### config.mk
export PLATFORM = sky130hd
export DESIGN_NAME = ov7670_frame_ctrl
export DESIGN_NICKNAME = d
export VERILOG_FILES = /design/src/rtl/ov7670_frame_ctrl.sv
export SDC_FILE = /design/constraint.sdc
export NUM_CORES = 1
export LEC_CHECK = 0
export BUFFER_PORTS_ARGS = -buffer_cell sky130_fd_sc_hd__buf_2
export CORE_MARGIN = 1.5
export CORE_UTILIZATION = 43
export CTS_CLUSTER_DIAMETER = 200
export CTS_CLUSTER_SIZE = 8
export DETAILED_ROUTE_END_ITERATION = 8
export PLACE_DENSITY = 0.71
export SLEW_MARGIN = 30
export SYNTH_ARGS = -nofsm -noshare
export SYNTH_HDL_FRONTEND = slang
export SYNTH_SLANG_ARGS = --single-unit
### constraint.sdc
create_clock -name pclk -period 2.8 [get_ports pclk]
set_input_delay 0 -clock pclk [delete_from_list [all_inputs] [get_ports pclk]]
set_output_delay 0 -clock pclk [all_outputs]
set_load 0.02 [all_outputs]
### src/rtl/ov7670_frame_ctrl.sv
// Frame sequencer: gates OV7670 capture writes into a ping-pong frame buffer, whole frames only.
// Optional build macro FRAME_CTRL_PIXCHK_EN adds the per-frame pixel-count check driving pix_err.
module ov7670_frame_ctrl #(
    parameter int PIX_PER_FRAME = 76800,
    parameter int ADDR_W        = 17,
    parameter int SKIP_FRAMES   = 2
) (
    input  logic              pclk,
    input  logic              rst_n,
    input  logic              enable,
    input  logic              cont_mode,
    input  logic              snap_req,
    input  logic              vsync,
    input  logic [ADDR_W-1:0] cap_addr,
    input  logic [15:0]       cap_dout,
    input  logic              cap_we,
    input  logic              rd_busy,
    output logic [ADDR_W:0]   fb_addr,
    output logic [15:0]       fb_din,
    output logic              fb_we,
    output logic              front_bank,
    output logic              frame_done,
    output logic              busy,
    output logic [7:0]        frame_cnt,
    output logic [7:0]        drop_cnt,
    output logic              pix_err
);

    localparam int              SKW     = (SKIP_FRAMES > 1) ? $clog2(SKIP_FRAMES + 1) : 1;
    localparam logic [ADDR_W:0] PIX_LIM = (ADDR_W + 1)'(PIX_PER_FRAME);

    typedef enum logic [2:0] {IDLE, SKIP, ARM, CAPTURE, SWAP} state_t;

    state_t           state, state_nxt;
    logic             vs_d, vs_rise, vs_fall;
    logic [SKW-1:0]   skip_cnt;
    logic             cont_q;
    logic             start, do_swap, do_drop, fwd;
    logic             back_bank;

    assign vs_rise   = vsync & ~vs_d;
    assign vs_fall   = ~vsync & vs_d;
    assign back_bank = ~front_bank;
    assign busy      = (state != IDLE);

    always_comb begin
        state_nxt = state;
        start     = 1'b0;
        do_swap   = 1'b0;
        do_drop   = 1'b0;
        fwd       = (state == CAPTURE) && enable && cap_we && ({1'b0, cap_addr} < PIX_LIM);
        unique case (state)
            IDLE: if (enable && (cont_mode || snap_req)) begin
                start     = 1'b1;
                state_nxt = (SKIP_FRAMES == 0) ? ARM : SKIP;
            end
            SKIP:    if (vs_rise && skip_cnt <= SKW'(1)) state_nxt = ARM;
            ARM:     if (vs_fall) state_nxt = CAPTURE;
            CAPTURE: if (vs_rise) state_nxt = SWAP;
            SWAP: if (!rd_busy) begin
                do_swap   = 1'b1;
                state_nxt = cont_mode ? ARM : IDLE;
            end else if (cont_q && vs_fall) begin
                // reader still holds the front bank: overwrite the back bank with the new frame
                do_drop   = 1'b1;
                state_nxt = CAPTURE;
            end
            default: state_nxt = IDLE;
        endcase
        if (!enable && state != IDLE) begin
            state_nxt = IDLE;
            do_swap   = 1'b0;
            do_drop   = 1'b0;
        end
    end

    always_ff @(posedge pclk or negedge rst_n) begin
        if (!rst_n) begin
            state      <= IDLE;
            vs_d       <= 1'b0;
            skip_cnt   <= '0;
            cont_q     <= 1'b0;
            front_bank <= 1'b0;
            frame_done <= 1'b0;
            frame_cnt  <= '0;
            drop_cnt   <= '0;
            fb_we      <= 1'b0;
            fb_addr    <= '0;
            fb_din     <= '0;
        end else begin
            state      <= state_nxt;
            vs_d       <= vsync;
            frame_done <= do_swap;
            fb_we      <= fwd;
            if (fwd) begin
                fb_addr <= {back_bank, cap_addr};
                fb_din  <= cap_dout;
            end
            if (start) begin
                skip_cnt <= SKW'(SKIP_FRAMES);
                cont_q   <= cont_mode;
            end else if (state == SKIP && vs_rise && skip_cnt != '0) begin
                skip_cnt <= skip_cnt - 1'b1;
            end
            if (do_swap) begin
                front_bank <= ~front_bank;
                frame_cnt  <= frame_cnt + 1'b1;
                cont_q     <= cont_mode;
            end
            if (do_drop && drop_cnt != '1) drop_cnt <= drop_cnt + 1'b1;
        end
    end

`ifdef FRAME_CTRL_PIXCHK_EN
    logic [17:0] pix_cnt, pix_cnt_nxt;

    // the write that coincides with vs_rise is included in the count checked at SWAP entry
    always_comb begin
        pix_cnt_nxt = pix_cnt;
        if (fwd && pix_cnt != '1) pix_cnt_nxt = pix_cnt + 1'b1;
    end

    always_ff @(posedge pclk or negedge rst_n) begin
        if (!rst_n) begin
            pix_cnt <= '0;
            pix_err <= 1'b0;
        end else begin
            if (state_nxt == CAPTURE && state != CAPTURE) pix_cnt <= '0;
            else                                          pix_cnt <= pix_cnt_nxt;
            if (start) pix_err <= 1'b0;
            else if (state == CAPTURE && state_nxt == SWAP && pix_cnt_nxt != 18'(PIX_PER_FRAME))
                pix_err <= 1'b1;
        end
    end
`else
    assign pix_err = 1'b0;
`endif

endmodule

==> impl_metrics.csv <==
group,metric,value,unit
yosys,synth.most_common_cell,"dfrtp_1",
yosys,synth_area_leaders,"dfrtp_1, mux2_4, mux2_2",
floorplan,io_pins,96,
drt,routed_wl,5.95,mm
critical_path,r2r-start,"state[2]$_DFFE_PN0P_",
critical_path,worst_r2r_path_depth,5,
yosys,async_flop_share,100,%
critical_path,cp_top_family,"flip-flops",
cells_and_area,layout-drive-gt1-share,42.9,%
drt,wl_per_cell,14.2,microns
timing,worst_pin_slew,639,ps
global_routing,grt_max_degree,47,
critical_path,path_buf_inv,1,
floorplan,core_area,5990,sq um
worst_hold_path,worst_hold_path_type,"input pin to flop",
timing,max_slew_margin,57.0,%
power,ir_drop,500,uV
drt,firstDrtPassIters,4,
critical_path,cp_num_cells,5,
critical_path,required,3010,ps
critical_path,cp-end-kind,"flop",
yosys,ys_warn_count,0,
critical_path,cp-start-kind,"flop",
critical_path,slowest_delay,460,ps
yosys,yosysSeqAreaShare,55.4,%
yosys,synth_edf_count,0,
clock_tree,cts_inserted_buffers,9,
clock_tree,clock-sinks,60,
clock_tree,cts-resized-gates,0,
drt,ant_nets,0,
clock_tree,cts_tree,"built",
timing,final-hold-violation-count,0,
critical_path,worstPathCellList,"and2b_2, nand4_2, a21oi_4, buf_4, mux2_1",
critical_path,crit_path_start,"state[2]$_DFFE_PN0P_",
timing,min_period,2040,ps
global_routing,grt_overflow,0,
floorplan,rows,28,
run,maxCapViolCount,0,
power,p_leak,1.99,nW
floorplan,dieWidth,82.4,microns
global_routing,grt_usage,18.2,%
cells_and_area,insertedDiodeCount,0,
power,p_per_area,823,nW/um^2
critical_path,reg2reg_to,"fb_addr[9]$_DFFE_PN0P_",
yosys,syn_avg_cell_area,13.5,sq um
floorplan,start_util,45.3,%
yosys,synthCells,201,
critical_path,worst-setup-path-type,"flop to flop",
drt,via_count,2036,
timing,holdWs,66.7,ps
timing,clock.fmax,489,MHz
timing,layout_setup_ws,755,ps
yosys,synth_top_area_share,55.4,%
timing,min_period_over_period,73.0,%
clock_tree,htree_levels,3,
global_routing,antenna_found_initial,0,
timing,drv_slew,0,
placement,pre_cts_slack,767,ps
timing,setup_viol,0,
drt,viasPerCell,4.85,
clock_tree,clock_latency,330,ps
timing,rsz0062_at_grt,"false",
cells_and_area,areaGrowthSynthToFinish,40.6,%
global_routing,grt_pass1_wl,9.02,mm
placement,dpl.hpwl,3.72,mm
placement,dpl_cell_area,3230,sq um
yosys,synth_top_cell_by_area,"dfrtp_1",
critical_path,endpoint,"fb_addr[9]$_DFFE_PN0P_",
yosys,syn_area,2710,sq um
critical_path,r2r_slack,760,ps
yosys,yosys_most_used_dff,"dfrtp_1",
cells_and_area,post-route-util,63.6,%
yosys,synth_common_cells,"dfrtp_1, mux2_4, nor2_1",
floorplan,die_y,82.4,microns
timing,fin_skew,7.89,ps
critical_path,worstPathMaxFanout,34,
yosys,ys_types,39,
drt,drc,0,
yosys,syn_nets,246,
yosys,yosys_register_bits,60,
run_status,status,"finished clean",
global_routing,grt_pass1_vias,2003,
clock_tree,clockBufferDepth,2,
placement,port_buffers,94,
floorplan,dieArea,6790,sq um
drt,drt_iter0_drc,81,
placement,place_congestion,0.870,
critical_path,critPathArrivalTime,2250,ps
cells_and_area,postLayoutCellArea,3810,sq um
critical_path,slowest_stage,"dfrtp_1",
clock_tree,path_clk_slew,70,ps
clock_tree,cts-root-buf,"clkbuf_8",
cells_and_area,fin_nets,385,
timing,fin_setup_tns,0,ps
[cells in the final DEF (no fill, tap or decap), types with 4 or more instances in the layout]
| cell type | instances |
|---|---|
| xnor2_1 | 9 |
| nor2_1 | 15 |
| nor2b_1 | 4 |
| mux2_1 | 6 |
| dlygate4sd3_1 | 38 |
| nand4_1 | 6 |
| inv_1 | 6 |
| dfrtp_1 | 60 |
| xor2_1 | 7 |
| ha_1 | 4 |
| nand3_1 | 7 |
| clkbuf_8 | 11 |
| mux2_4 | 20 |
| buf_2 | 93 |
| mux2_2 | 10 |
| nand2_1 | 11 |
[power by group]
group / total (mW) / internal (mW) / switching [mW]
Sequential: 1.26 / 1.10 / 0.161
Combinational: 1.10 / 0.524 / 0.571
Clock: 0.782 / 0.457 / 0.325
Total: 3.14 / 2.08 / 1.06
[per-stage QoR]
stage	total power, mW	instances
after CTS	3.15	420
final	3.14	420
after floorplan	1.99	201
after global placement	2.29	366
after global routing	3.32	420
after detailed placement	2.31	366
[state kept, by name, indices dropped and copies added, names as in the netlist]
name,count
fb_addr,18
vs_d,1
fb_din,16
cont_q,1
skip_cnt,2
fb_we,1
drop_cnt,8
frame_cnt,8
front_bank,1
state,3
frame_done,1
[worst min-delay path, delay by kind of cell]
kind                   cells  cell delay [ps]
buffers and inverters      1              100
AO/OA/AOI/OAI              1              140
AND/OR/NAND/NOR            1              120
[per-layer routing]
layer | part of all wire [%] | track usage, %
met4 | 1.7 | 9.15
met1 | 44 | 21.8
met5 | 0 | 0
met3 | 7.3 | 4.62
met2 | 47 | 30.1
[worst min path at each step]
stage	startpoint	end	slack, ps	cells past startpoint
detailed placement	rst_n	fb_din[11]$_DFFE_PN0P_	40	1
finish	cap_we	fb_addr[16]$_DFFE_PN0P_	70	3
global placement	vsync	vs_d$_DFF_PN0_	140	1
CTS	cap_we	fb_addr[16]$_DFFE_PN0P_	60	3
floorplan	rst_n	cont_q$_DFFE_PN0P_	-300	0
global route	cap_we	fb_addr[16]$_DFFE_PN0P_	70	3
[logic make-up after synthesis]
family	Yosys count	synth area share, %
buffers and inverters	12	3.23
AOI/OAI and AO/OA	17	4.85
adders and majority gates	4	1.85
DFF	60	55.4
muxes	37	18.1
and+or+nand+nor	54	11.3
other	1	0.138
xor gates and xnor gates	16	5.17
[cell type report]
cell class	instances	area, sq um
multi-input cells	129	1120
fillers	448	2180
flip-flops and latches	60	1500
well taps	75	93.8
inverters	6	22.5
clock inverters	4	47.5
clock buffers	12	155
repair buffers	134	868
[timing repair]
action	CTS	global route
hold endpoints to repair	82	0
hold buffers	38	0
buffers inserted	0	0
No activity file was read; power rests on OpenSTA's default activity.
